**src/rtl/ssd_pkg.sv**
```systemverilog
// ssd_pkg: shared symbol codes and active-low segment patterns for the seven-segment display path
package ssd_pkg;

    localparam logic [3:0] CODE_A     = 4'd10;
    localparam logic [3:0] CODE_M     = 4'd11;
    localparam logic [3:0] CODE_S     = 4'd12;
    localparam logic [3:0] CODE_BLANK = 4'd13;
    localparam logic [3:0] CODE_MINUS = 4'd15;

    // Segment patterns are {a,b,c,d,e,f,g}, active-low; the decimal point is appended by the driver
    localparam logic [6:0] SS_0     = 7'b0000001;
    localparam logic [6:0] SS_1     = 7'b1001111;
    localparam logic [6:0] SS_2     = 7'b0010010;
    localparam logic [6:0] SS_3     = 7'b0000110;
    localparam logic [6:0] SS_4     = 7'b1001100;
    localparam logic [6:0] SS_5     = 7'b0100100;
    localparam logic [6:0] SS_6     = 7'b0100000;
    localparam logic [6:0] SS_7     = 7'b0001111;
    localparam logic [6:0] SS_8     = 7'b0000000;
    localparam logic [6:0] SS_9     = 7'b0000100;
    localparam logic [6:0] SS_A     = 7'b0001000;
    localparam logic [6:0] SS_M     = 7'b0001001;
    localparam logic [6:0] SS_S     = 7'b0100100;
    localparam logic [6:0] SS_MINUS = 7'b1111110;
    localparam logic [6:0] SS_BLANK = 7'b1111111;

endpackage

```
**src/rtl/ssd_symbol_decoder.sv**
```systemverilog
// ssd_symbol_decoder: combinational 4-bit symbol code to active-low segment lookup
module ssd_symbol_decoder
    import ssd_pkg::*;
(
    input  logic [3:0] code_i,
    output logic [6:0] seg_o
);

    // Codes 13, 14 and anything unlisted render blank
    always_comb begin
        case (code_i)
            4'd0:       seg_o = SS_0;
            4'd1:       seg_o = SS_1;
            4'd2:       seg_o = SS_2;
            4'd3:       seg_o = SS_3;
            4'd4:       seg_o = SS_4;
            4'd5:       seg_o = SS_5;
            4'd6:       seg_o = SS_6;
            4'd7:       seg_o = SS_7;
            4'd8:       seg_o = SS_8;
            4'd9:       seg_o = SS_9;
            CODE_A:     seg_o = SS_A;
            CODE_M:     seg_o = SS_M;
            CODE_S:     seg_o = SS_S;
            CODE_MINUS: seg_o = SS_MINUS;
            default:    seg_o = SS_BLANK;
        endcase
    end

endmodule

```
**src/rtl/ssd_scan_driver.sv**
```systemverilog
// ssd_scan_driver: tear-free, leading-zero-blanking, time-multiplexed common-anode scan driver
module ssd_scan_driver
    import ssd_pkg::*;
#(
    parameter int DIGITS      = 4,
    parameter int REFRESH_DIV = 100000,
    parameter int LZ_SUPPRESS = 1
) (
    input  logic                  clk,
    input  logic                  rst_n,
    input  logic                  load,
    input  logic [4*DIGITS-1:0]   digits_in,
    input  logic [DIGITS-1:0]     dp_in,
    input  logic                  blank_en,
    output logic [7:0]            ssd_ctl,
    output logic [DIGITS-1:0]     ssd_an,
    output logic                  frame_tick,
    output logic                  pending
);

    localparam int IW = DIGITS > 1 ? $clog2(DIGITS) : 1;
    localparam int PW = $clog2(REFRESH_DIV);

    logic [PW-1:0]         presc_q, presc_d;
    logic [IW-1:0]         idx_q, idx_d;
    logic [4*DIGITS-1:0]   disp_q, disp_d, shad_q, shad_d;
    logic [DIGITS-1:0]     ddp_q, ddp_d, sdp_q, sdp_d;
    logic                  pend_q, pend_d;
    logic [DIGITS-1:0]     an_q, an_d;
    logic [7:0]            ctl_q, ctl_d;
    logic                  wrap, boundary, run;
    logic [DIGITS-1:0]     lz;
    logic [3:0]            cur_code;
    logic                  cur_dp;
    logic [6:0]            cur_seg;

    assign wrap     = presc_q == PW'(REFRESH_DIV - 1);
    assign boundary = wrap && idx_q == IW'(DIGITS - 1);

    // Prescaler wraps every REFRESH_DIV cycles and steps the scan index on each wrap
    always_comb begin
        presc_d = wrap ? '0 : presc_q + 1'b1;
        idx_d   = !wrap ? idx_q : boundary ? '0 : idx_q + 1'b1;
    end

    // Loads land in the shadow frame; the display frame only changes at a frame boundary
    always_comb begin
        shad_d = load ? digits_in : shad_q;
        sdp_d  = load ? dp_in : sdp_q;
        disp_d = disp_q;
        ddp_d  = ddp_q;
        pend_d = pend_q;
        if (boundary && load) begin
            disp_d = digits_in;
            ddp_d  = dp_in;
            pend_d = 1'b0;
        end else if (boundary) begin
            disp_d = pend_q ? shad_q : disp_q;
            ddp_d  = pend_q ? sdp_q : ddp_q;
            pend_d = 1'b0;
        end else if (load) begin
            pend_d = 1'b1;
        end
    end

    // Blank zero digits from the most significant end until the first non-zero; digit 0 always shows
    always_comb begin
        lz  = '0;
        run = LZ_SUPPRESS != 0;
        for (int i = DIGITS - 1; i > 0; i--) begin
            run   = run && disp_q[4*i +: 4] == 4'd0;
            lz[i] = run;
        end
    end

    assign cur_code = lz[idx_q] ? CODE_BLANK : disp_q[4*idx_q +: 4];
    assign cur_dp   = ddp_q[idx_q];

    ssd_symbol_decoder u_dec (
        .code_i (cur_code),
        .seg_o  (cur_seg)
    );

    // Anode and segment values computed together so the registered pins switch on the same edge
    always_comb begin
        for (int i = 0; i < DIGITS; i++) an_d[i] = blank_en || idx_q != IW'(i);
        ctl_d = {cur_seg, ~cur_dp};
    end

    // State and output registers; reset discards any pending frame and darkens the display
    always_ff @(posedge clk or negedge rst_n) begin
        if (!rst_n) begin
            presc_q <= '0;
            idx_q   <= '0;
            disp_q  <= {DIGITS{CODE_BLANK}};
            shad_q  <= {DIGITS{CODE_BLANK}};
            ddp_q   <= '0;
            sdp_q   <= '0;
            pend_q  <= 1'b0;
            an_q    <= '1;
            ctl_q   <= 8'hFF;
        end else begin
            presc_q <= presc_d;
            idx_q   <= idx_d;
            disp_q  <= disp_d;
            shad_q  <= shad_d;
            ddp_q   <= ddp_d;
            sdp_q   <= sdp_d;
            pend_q  <= pend_d;
            an_q    <= an_d;
            ctl_q   <= ctl_d;
        end
    end

    assign ssd_an     = an_q;
    assign ssd_ctl    = ctl_q;
    assign frame_tick = boundary;
    assign pending    = pend_q;

endmodule

```
**config.mk**
```make
export PLATFORM = sky130hd
export DESIGN_NAME = ssd_scan_driver
export DESIGN_NICKNAME = d
export VERILOG_FILES = /design/src/rtl/ssd_pkg.sv /design/src/rtl/ssd_symbol_decoder.sv /design/src/rtl/ssd_scan_driver.sv
export SDC_FILE = /design/constraint.sdc
export NUM_CORES = 1
export LEC_CHECK = 0
export CORE_MARGIN = 5
export CORE_UTILIZATION = 56
export DETAILED_ROUTE_END_ITERATION = 10
export PLACE_DENSITY = 0.81
export SYNTH_ARGS = -nofsm -noshare
export SYNTH_HDL_FRONTEND = slang
export SYNTH_SLANG_ARGS = --single-unit
```
**constraint.sdc**
```tcl
create_clock -name clk -period 3.13 [get_ports clk]
set_clock_uncertainty 0.15 [all_clocks]
set_input_delay 0.626 -clock clk [delete_from_list [all_inputs] [get_ports clk]]
set_output_delay 0.626 -clock clk [all_outputs]
set_load 0.01 [all_outputs]
```
==> flow_summary_export.csv, run 1 <==
group,metric,value,unit
clocking,clk_pin_slew,0.07,ns
final_layout,final_cells,369,
critical_path,slowest_delay,0.52,ns
critical_path,cp-start-kind,"register",
power_and_ir_drop,leakagePower,0.00163,uW
die,die_y,86.7,microns
yosys,synth-edff-count,0,
final_layout,area_growth,18.9,%
yosys,yosys.area_share.adder,4.17,%
critical_path,critical_path_class,"reg -> out",
final_layout,nets,324,
critical_path,worstPathCellList,"ha_2 -> and4_4 -> nand2_1 -> nor3_2 -> and2_1 -> clkdlybuf4s50_1",
critical_path,crit_family,"simple AND/OR/NAND/NOR gates",
yosys,netlist_area,3300,sq um
critical_path,critPathCaptureType,"output pin",
yosys,yosysUniqueCellTypes,45,
global_route,grt_start_max_net_pins,48,
place,pre_cts_slack,0.399,ns
final_layout,fill_cells,461,
critical_path,crit_buf_inv,1,
yosys,syn-num-nets,284,
power_and_ir_drop,p_total,1690,uW
yosys,syn_inst,249,
place,dpl.hpwl,4140,microns
critical_path,reg2reg_from,"idx_q[0]",
yosys,synthMuxAreaShare,18.4,%
critical_path,worstPathRequired,2.35,ns
clocking,numCtsBuffers,9,
sta,timing.final.crit_share,96.5,%
die,core_area,5820,sq um
yosys,yosys.area_share.simple,10.4,%
routing,drt-vias-per-instance,5.50,
run_status,status,"finished clean",
routing,routed_wl,5720,microns
flow_run,drv_cap,0,
yosys,ys_seq_area_share,56.0,%
sta,clock.fmax,331,MHz
critical_path,r2r-end,"ssd_ctl[4]",
critical_path,cp_max_fo,6,
final_layout,layout-drive-gt1-share,37.4,%
final_layout,multiInputGateArea,1380,sq um
routing,drc_errors,0,
die,dieWidth,86.7,microns
routing,routedWlPerCell,15.5,microns
clocking,clk_latency,0.34,ns
final_layout,seqCellArea,1850,sq um
global_route,met1_usage,25.4,%
global_route,antenna_found_initial,0,
routing,drt-pass1-iter-count,4,
routing,antenna_left,0,
final_layout,final_util,67.4,%
place,placedCellCount,353,
global_route,overflow,0,
yosys,netlist_top_cells_area,"dfstp_2 (29%), dfrtp_1 (27%), mux2_2 (15%), ha_1 (4.2%), mux4_2 (3.4%)",
yosys,synth_top_family_by_area,"multiplexers",
routing,vias,2029,
final_layout,diodes,0,
clocking,cts_tree,"yes",
power_and_ir_drop,irDropWorstVdd,230,uV
die,initial_core_util,56.7,%
clocking,cts_sinks,72,
sta,min_period,3.02,ns
yosys,synth_area_per_cell,13.2,sq um
sta,finalSetupViolCount,0,
yosys,synth_top_area_cell,"dfstp_2",
critical_path,r2r_cells,8,
yosys,synth_flop_cell,"dfstp_2",
global_route,grt_pass1_vias,2015,
global_route,grt_use_total,17.5,%
clocking,ctsHoldBuffers,0,
place,io_buffers,37,
sta,layout_setup_ws,0.110,ns
clocking,root_buffer,"clkbuf_8",
global_route,grt_pass1_wl,10100,microns
place,routabilityCongestion,0.881,
sta,tightestPinTransition,0.560,ns
critical_path,crit_arrival,2.24,ns
power_and_ir_drop,cellPowerDensity,432,nW/um^2
sta,finalHoldViolCount,0,
yosys,async_flop_share,100,%
yosys,ys_warn_count,0,
critical_path,r2r_setup_slack,0.46,ns
min_path,min_path_type,"in -> async",
yosys,synth_compound_gate_area_share,4.67,%
global_route,grtUsageMet3,2.95,%
routing,drt_iter0_drc,61,
yosys,synth_xor_area_share,3.72,%
yosys,synth_top_area_share,28.7,%
yosys,synth_seq_cells,72,
clocking,clock_path_buffers,2,
sta,slew_viol_final,0,
die,die-area,7520,sq um
sta,relSlewSlack,62.7,%
clocking,htreeDepth,3,
global_route,met2_usage,25.0,%
die,num_rows,28,
die,io_pins,38,
critical_path,crit_path_top_delay_cell,"clkdlybuf4s50_1",
global_route,top_usage_layer,"met1",
cells by family after synthesis:
group | count (synthesis)
xor gates and xnor gates | 14
buffers and inverters | 17
AOI/OAI and AO/OA | 23
muxes | 49
DFF | 72
and+or+nand+nor | 63
adders and majority gates | 11
worst max-delay path by stage:
| stage | start | endpoint | slack, ns | cells past startpoint |
|---|---|---|---|---|
| 3_5_place_dp | presc_q[0] | frame_tick | 0.40 | 6 |
| 4_1_cts | presc_q[0] | frame_tick | 0.02 | 6 |
| 5_1_grt | presc_q[0] | frame_tick | -0.01 | 6 |
| 6_report | presc_q[0] | frame_tick | 0.11 | 6 |
| 3_3_place_gp | presc_q[0] | frame_tick | 0.44 | 6 |
| 2_1_floorplan | presc_q[0] | frame_tick | 0.63 | 7 |
placed cells by master (no fill, tap or decap), types with 2 or more instances in the layout:
| cell | instances |
|---|---|
| mux2_2 | 43 |
| dfrtp_1 | 36 |
| dfstp_2 | 36 |
| clkdlybuf4s50_1 | 36 |
| nor2_1 | 14 |
| clkbuf_8 | 11 |
| nand2_1 | 10 |
| ha_1 | 10 |
| xor2_1 | 7 |
| xnor2_1 | 7 |
| inv_1 | 5 |
| mux4_2 | 5 |
| o21ai_0 | 5 |
| nor3_1 | 5 |
| a21oi_1 | 5 |
| nand2b_1 | 5 |
| nand4_1 | 5 |
| nand3_1 | 4 |
| clkbuf_1 | 4 |
| nor2b_1 | 3 |
| o32ai_1 | 3 |
| buf_4 | 3 |
| and2_1 | 2 |
| nor4_1 | 2 |
| or2_2 | 2 |
| and3_1 | 2 |
| o31ai_1 | 2 |
flip-flops by register name (all words and copies together), names as in the netlist:
signal / count
presc_q: 17
disp_q: 16
shad_q: 16
ssd_ctl: 8
ddp_q: 4
sdp_q: 4
ssd_an: 4
idx_q: 2
pending: 1
synth_stat cells (2+ instances only):
library cell / number
nor2_1: 14
xor2_1: 7
dfstp_2: 36
xnor2_1: 7
buf_4: 2
buf_1: 2
inv_1: 5
and2_1: 2
buf_2: 6
o21ai_0: 5
ha_1: 11
nor2b_1: 3
mux4_2: 5
nand2_1: 10
mux2_2: 43
and3_1: 2
nand3_1: 4
o32ai_1: 3
nor4_1: 2
or2_2: 2
nor3_1: 6
a21oi_1: 5
o31ai_1: 2
dfrtp_1: 36
nand4_1: 5
nand2b_1: 5
worst reg2reg max path: stages, from the launching register on:
cell	delay [ns]
dfrtp_1	0.55
and2_1	0.26
o21ai_0	0.31
nor2_1	0.18
or2_2	0.33
ha_1	0.24
mux2_2	0.27
a211oi_1	0.20
a221oi_1	0.08
per-stage QoR:
stage / instance area [sq um] / TNS [ns] / hold WS, ns
6_report: 3920 / 0 / 0.119
5_1_grt: 3920 / -0.0139 / 0.148
2_1_floorplan: 3300 / 0 / 0.180
3_3_place_gp: 3740 / 0 / 0.316
3_5_place_dp: 3740 / 0 / 0.332
4_1_cts: 3910 / 0 / 0.129
routing by layer:
layer | part of all wire, % | up-vias
li1 | - | 969
met1 | 47 | 999
met2 | 46 | 49
met3 | 4.6 | 12
met4 | 2.4 | 0
met5 | 0 | -
power breakdown:
| group | internal (uW) | total [uW] | switching (uW) | leakage (uW) |
|---|---|---|---|---|
| Sequential | 970 | 976 | 5.63 | 0.000840 |
| Clock | 331 | 624 | 292 | 0.0000877 |
| Combinational | 53.1 | 94.2 | 41.0 | 0.000700 |
| Total | 1350 | 1690 | 339 | 0.00163 |
cell type report:
type | instances | area share (%)
Timing Repair Buffer | 41 | 10.4
Tap cell | 75 | 2.39
Sequential cell | 72 | 47.1
Clock inverter | 1 | 0.128
Inverter | 5 | 0.478
Multi-Input combinational cell | 160 | 35.3
Clock buffer | 15 | 4.24
what timing repair did:
item	CTS	global route
setup buffers	0	0
hold endpoints to repair	0	0
setup endpoints to repair	0	1
resized for setup	0	4
No activity file was read; power rests on OpenSTA's default activity.
==> run 2: changes to the inputs <==
--- a/config.mk
+++ b/config.mk
@@ -7,8 +7,9 @@
 export LEC_CHECK = 0
 export CORE_MARGIN = 5
-export CORE_UTILIZATION = 56
+export CORE_UTILIZATION = 55
 export DETAILED_ROUTE_END_ITERATION = 10
-export PLACE_DENSITY = 0.81
+export PLACE_DENSITY = 0.8
 export SYNTH_ARGS = -nofsm -noshare
 export SYNTH_HDL_FRONTEND = slang
+export SYNTH_HIERARCHICAL = 1
 export SYNTH_SLANG_ARGS = --single-unit
--- a/constraint.sdc
+++ b/constraint.sdc
@@ -3,3 +3,3 @@
 set_input_delay 0.626 -clock clk [delete_from_list [all_inputs] [get_ports clk]]
 set_output_delay 0.626 -clock clk [all_outputs]
-set_load 0.01 [all_outputs]
+set_load 0.05 [all_outputs]
==> flow_summary_export.csv, run 2 <==
group,metric,value,unit
power_and_ir_drop,netSwitchingPower,439,uW
clocking,ctsHoldBuffers,0,
yosys,ys_seq_area_share,56.7,%
final_layout,seqCellArea,1850,sq um
sta,finalHoldViolCount,0,
routing,vias,1990,
clocking,cts-resized-gates,0,
final_layout,largest_register,"presc_q",
routing,routed_wl,5620,microns
final_layout,area_growth,20.4,%
routing,drt-vias-per-instance,5.42,
final_layout,fill_cells,432,
yosys,yosys.area_share.adder,3.84,%
critical_path,worstPathRequired,2.35,ns
clocking,cts_tree,"yes",
critical_path,critical_path_class,"reg -> out",
critical_path,worstPathCellList,"nand2_1 -> or4_4 -> nor4b_2 -> buf_4",
yosys,syn_inst,244,
die,num_rows,28,
final_layout,layout_common_cells,"mux2_2 (42), dfrtp_1 (36), dfstp_2 (36)",
yosys,yosys.area_share.simple,12.2,%
critical_path,crit_arrival,2.01,ns
sta,slew_viol_final,0,
critical_path,cp-start-kind,"register",
final_layout,nets,321,
clocking,htreeDepth,3,
power_and_ir_drop,leakagePower,0.00160,uW
global_route,antenna_found_initial,0,
place,dpl_cell_area,3710,sq um
clocking,clk_latency,0.35,ns
global_route,grt_pass1_wl,10000,microns
critical_path,cp_max_fo,5,
clocking,root_buffer,"clkbuf_8",
yosys,synth_seq_cells,72,
final_layout,reg_top3,"presc_q x17, disp_q x16, shad_q x16",
yosys,synth_compound_gate_area_share,2.15,%
final_layout,largest_reg_flops,17,
global_route,overflow,0,
sta,min_period,2.79,ns
critical_path,r2r_cells,7,
die,die_y,87.0,microns
critical_path,r2r-end,"ssd_ctl[7]",
min_path,min_path_type,"in -> async",
routing,routedWlPerCell,15.3,microns
sta,tightestPinTransition,0.733,ns
sta,timing.final.crit_share,89.1,%
power_and_ir_drop,combPwrFrac,8.8,%
power_and_ir_drop,p_clk_share,39.5,%
place,routabilityCongestion,0.804,
yosys,async_flop_share,100,%
routing,drt-pass1-iter-count,4,
die,core_area,5850,sq um
die,die-area,7560,sq um
final_layout,final_cells,367,
die,dieWidth,87.0,microns
yosys,synth.most_common_cell,"mux2_2",
critical_path,r2r_setup_slack,0.59,ns
routing,drt_iter0_drc,67,
run_status,status,"finished clean",
power_and_ir_drop,p_seq_share,51.7,%
power_and_ir_drop,p_int,1510,uW
yosys,netlist_top_cells_area,"dfstp_2 (29%), dfrtp_1 (28%), mux2_2 (15%), ha_1 (3.8%), mux4_2 (3.5%)",
place,dpl.hpwl,4000,microns
flow_run,drv_cap,0,
yosys,synth_xor_area_share,3.76,%
sta,fin_setup_tns,0,ns
yosys,synth_top_area_share,29.0,%
yosys,yosysUniqueCellTypes,38,
critical_path,slowest_delay,0.53,ns
critical_path,critPathCaptureType,"output pin",
yosys,synth_flop_cell,"dfstp_2",
clocking,clk_pin_slew,0.07,ns
clocking,postCtsSetupBuffers,0,
global_route,grt_start_max_net_pins,41,
sta,clock.fmax,359,MHz
sta,rsz0062_at_grt,"no",
yosys,ys_warn_count,6,
final_layout,diodes,0,
yosys,netlist_area,3260,sq um
place,placedCellCount,351,
global_route,grt_use_total,17.2,%
sta,finalSetupViolCount,0,
power_and_ir_drop,swShare,22.5,%
yosys,yosys-top-cells-count,"mux2_2 (42), dfrtp_1 (36), dfstp_2 (36)",
critical_path,crit_path_top_delay_cell,"or4_4",
yosys,syn-num-nets,278,
power_and_ir_drop,cellPowerDensity,497,nW/um^2
die,initial_core_util,55.7,%
final_layout,layout_commonest_cell,"mux2_2",
yosys,synthMuxAreaShare,18.6,%
critical_path,reg2reg_from,"idx_q[0]",
sta,relSlewSlack,51.2,%
place,io_buffers,37,
yosys,synth_area_per_cell,13.4,sq um
yosys,synth-edff-count,0,
global_route,grt_pass1_vias,2144,
clocking,numCtsBuffers,9,
routing,drc_errors,0,
die,io_pins,38,
clocking,cts_sinks,72,
final_layout,fin_area,3920,sq um
final_layout,multiInputGateArea,1330,sq um
yosys,synth_top_family_by_area,"multiplexers",
clocking,clock_path_buffers,2,
routing,antenna_left,0,
final_layout,layout-drive-gt1-share,39.0,%
yosys,synth_top_area_cell,"dfstp_2",
power_and_ir_drop,irDropWorstVdd,350,uV
## run 2: cell types whose count changed after synthesis, sizes merged, moves of 3 or more
cell and delta:
nor3 -3, buf -7, xnor2 +3, a21oi -5, a31oi +3, inv +4
xor2 -3, nor4 +3, clkbuf +4, o32ai -3, nor2 +4, nand3 +4
## run 2: power by group through the flow
stage / combinational [uW] / sequential, uW / clock [uW]
floorplan: 70.1 / 1050 / 0
global placement: 169 / 1020 / 0
detailed placement: 174 / 1030 / 0
CTS: 174 / 1010 / 788
global route: 187 / 1010 / 834
finish: 171 / 1010 / 771
## run 2: critical path, delay by kind of cell (launching register included)
kind | cells | cell delay [ns]
DFF | 1 | 0.43
buffers and inverters | 1 | 0.27
and+or+nand+nor | 3 | 0.97
## run 2: layout make-up
class	count	share of cell area, %
flip-flops and latches	72	47.1
clock inverters	4	1.31
multi-input cells	154	33.8
repair buffers	41	10.3
well taps	75	2.39
inverters	9	0.861
clock buffers	12	4.21
## run 2: metrics by stage
step	hold slack [ns]	total power, uW	worst slack [ns]	util, %
final	0.186	1950	0.343	67.0
after floorplan	0.180	1120	0.389	-
after CTS	0.200	1970	0.351	67.0
after detailed placement	0.334	1200	0.577	63.3
after global routing	0.233	2030	0.265	67.0
after global placement	0.326	1190	0.674	63.3
## run 2: metal layers
layer / share of wire [%] / global-route usage (%)
met5: 0 / 0
met4: 1.8 / 7.93
met3: 4.6 / 4.26
met2: 51 / 28.2
met1: 42 / 21.5
## run 2: kinds of logic (layout without fill, tap and decap cells)
| kind of cell | Yosys count | count (layout) |
|---|---|---|
| AND/OR/NAND/NOR | 70 | 70 |
| buffers and inverters | 18 | 66 |
| XOR/XNOR | 14 | 14 |
| AO/OA/AOI/OAI | 11 | 11 |
| flip-flops | 72 | 72 |
| adder cells (fa/ha/maj) | 10 | 10 |
| multiplexers | 49 | 49 |
## run 2: worst max-delay path by stage
stage / end / cells past startpoint / slack [ns] / start
2_1_floorplan: frame_tick / 3 / 0.39 / presc_q[9]
3_3_place_gp: ssd_ctl[7] / 7 / 0.67 / idx_q[0]
3_5_place_dp: ssd_ctl[7] / 7 / 0.58 / idx_q[0]
4_1_cts: frame_tick / 4 / 0.35 / presc_q[9]
5_1_grt: frame_tick / 4 / 0.27 / idx_q[0]
6_report: frame_tick / 4 / 0.34 / presc_q[9]
==> run 3: changes to the inputs <==
ABC_CLOCK_PERIOD_IN_PS = 2900   (was not set)
PLACE_DENSITY = 0.77   (was 0.8)
clock period = 2.9 ns   (was 3.13 ns; I/O delays follow)
==> flow_summary_export.csv, run 3 (synthesis gave the netlist of run 2 again) <==
group,metric,value,unit
critical_path,crit_arrival,1.93,ns
final_layout,final_cells,368,
final_layout,final_util,66.8,%
die,core_area,5850,sq um
power_and_ir_drop,swShare,22.7,%
routing,drc_errors,0,
clocking,clk_pin_slew,0.07,ns
critical_path,worstPathCellList,"nand2_1 -> or4_4 -> nor4b_4 -> buf_12",
critical_path,worstPathRequired,2.17,ns
critical_path,critPathCaptureType,"output pin",
clocking,root_buffer,"clkbuf_8",
power_and_ir_drop,p_clk_share,36.3,%
routing,drt-vias-per-instance,5.28,
global_route,grt_start_max_net_pins,26,
critical_path,crit_path_top_delay_cell,"or4_4",
min_path,min_path_type,"in -> async",
place,io_buffers,37,
clocking,htreeDepth,3,
final_layout,fill_cells,433,
final_layout,largest_register,"presc_q",
routing,routed_wl,5790,microns
final_layout,layout-drive-gt1-share,38.9,%
final_layout,nets,322,
place,placedCellCount,352,
die,io_pins,38,
power_and_ir_drop,p_seq_share,54.6,%
sta,slew_viol_final,0,
final_layout,multiInputGateArea,1340,sq um
global_route,grt_pass1_vias,2065,
sta,fin_setup_tns,0,ns
critical_path,critical_path_class,"reg -> out",
sta,timing.final.crit_share,91.6,%
power_and_ir_drop,leakagePower,0.00159,uW
final_layout,layout_common_cells,"mux2_2 (42), dfstp_2 (36), dfrtp_1 (35), clkdlybuf4s50_1 (35), nor2_1 (18)",
final_layout,seqCellArea,1850,sq um
flow_run,drv_cap,0,
final_layout,largest_reg_flops,17,
routing,antenna_left,0,
routing,vias,1942,
power_and_ir_drop,combPwrFrac,9.1,%
sta,finalHoldViolCount,0,
power_and_ir_drop,p_int,1540,uW
global_route,grt_pass1_wl,10000,microns
critical_path,cp_max_fo,5,
clocking,cts_sinks,72,
power_and_ir_drop,netSwitchingPower,452,uW
clocking,postCtsSetupBuffers,0,
power_and_ir_drop,cellPowerDensity,511,nW/um^2
final_layout,area_growth,20.0,%
die,die_y,87.0,microns
sta,clock.fmax,376,MHz
sta,tightestPinTransition,0.509,ns
final_layout,reg_top3,"presc_q x17, disp_q x16, shad_q x16",
sta,relSlewSlack,66.1,%
global_route,antenna_found_initial,0,
run_status,status,"finished clean",
global_route,overflow,0,
clocking,clk_latency,0.33,ns
clocking,numCtsBuffers,9,
routing,drt-pass1-iter-count,4,
critical_path,slowest_delay,0.55,ns
clocking,ctsHoldBuffers,0,
final_layout,layout_commonest_cell,"mux2_2",
die,die-area,7560,sq um
place,routabilityCongestion,0.836,
die,dieWidth,87.0,microns
sta,finalSetupViolCount,0,
critical_path,cp-start-kind,"register",
power_and_ir_drop,irDropWorstVdd,331,uV
die,num_rows,28,
final_layout,diodes,0,
clocking,cts_tree,"yes",
sta,min_period,2.66,ns
routing,drt_iter0_drc,89,
place,dpl.hpwl,3970,microns
sta,rsz0062_at_grt,"no",
routing,routedWlPerCell,15.7,microns
clocking,cts-resized-gates,0,
die,initial_core_util,55.7,%
global_route,grt_use_total,17.6,%
clocking,clock_path_buffers,2,
power_and_ir_drop,p_total,2000,uW
## run 3: cell count changes in the layout (fill, tap and decap cells not counted)
cell       before  now
clkbuf_1        0    2
buf_4           4    5
bufinv_16       1    0
clkinv_4        1    0
dfrtp_1        36   35
dfrtp_2         0    1
nor4b_2         1    0
nor4b_4         0    1
## run 3: worst paths after layout
kind	startpoint	to	slack, ns	cells after the start
worst max-delay path	presc_q[9]	frame_tick	0.24	4
worst min-delay path	rst_n	ddp_q[2]	0.06	1
worst max register to register	idx_q[0]	ssd_ctl[7]	0.52	7
worst min register to register	presc_q[0]	presc_q[0]	0.34	1
max in group asynchronous	rst_n	ssd_an[0]	1.78	2
min in group clk	presc_q[0]	presc_q[0]	0.34	1
## run 3: area by class of cell
class / count / area share (%)
multi-input combinational: 154 / 34.2
timing repair buffer: 42 / 10.6
tap: 75 / 2.40
sequential: 72 / 47.3
inverter: 9 / 0.864
clock inverter: 2 / 0.320
clock buffer: 14 / 4.42
## run 3: critical path: cells and delay by family, from the launching register on
kind | cells | cell delay [ns]
buf+inv | 1 | 0.18
simple gates | 3 | 0.99
flops | 1 | 0.42
## run 3: per-stage QoR
stage / setup slack [ns] / hold slack [ns] / instance area [sq um]
final: 0.243 / 0.0604 / 3910
after global routing: 0.112 / 0.0847 / 3910
after CTS: 0.0755 / 0.0567 / 3900
after detailed placement: 0.382 / 0.331 / 3710
after global placement: 0.431 / 0.320 / 3710
after floorplan: 0.205 / 0.134 / 3260
## run 3: metal layers
metal,routed length [microns],GRT usage (%)
met1,2550,22.1
met2,2900,28.1
met3,271,5.87
met4,67,6.80
met5,0,0
## run 3: power groups by stage
stage	logic [uW]	clock network [uW]	registers [uW]
4_1_cts	186	754	1090
2_1_floorplan	75.6	0	1130
6_report	182	724	1090
3_5_place_dp	185	0	1110
3_3_place_gp	181	0	1110
5_1_grt	200	807	1100
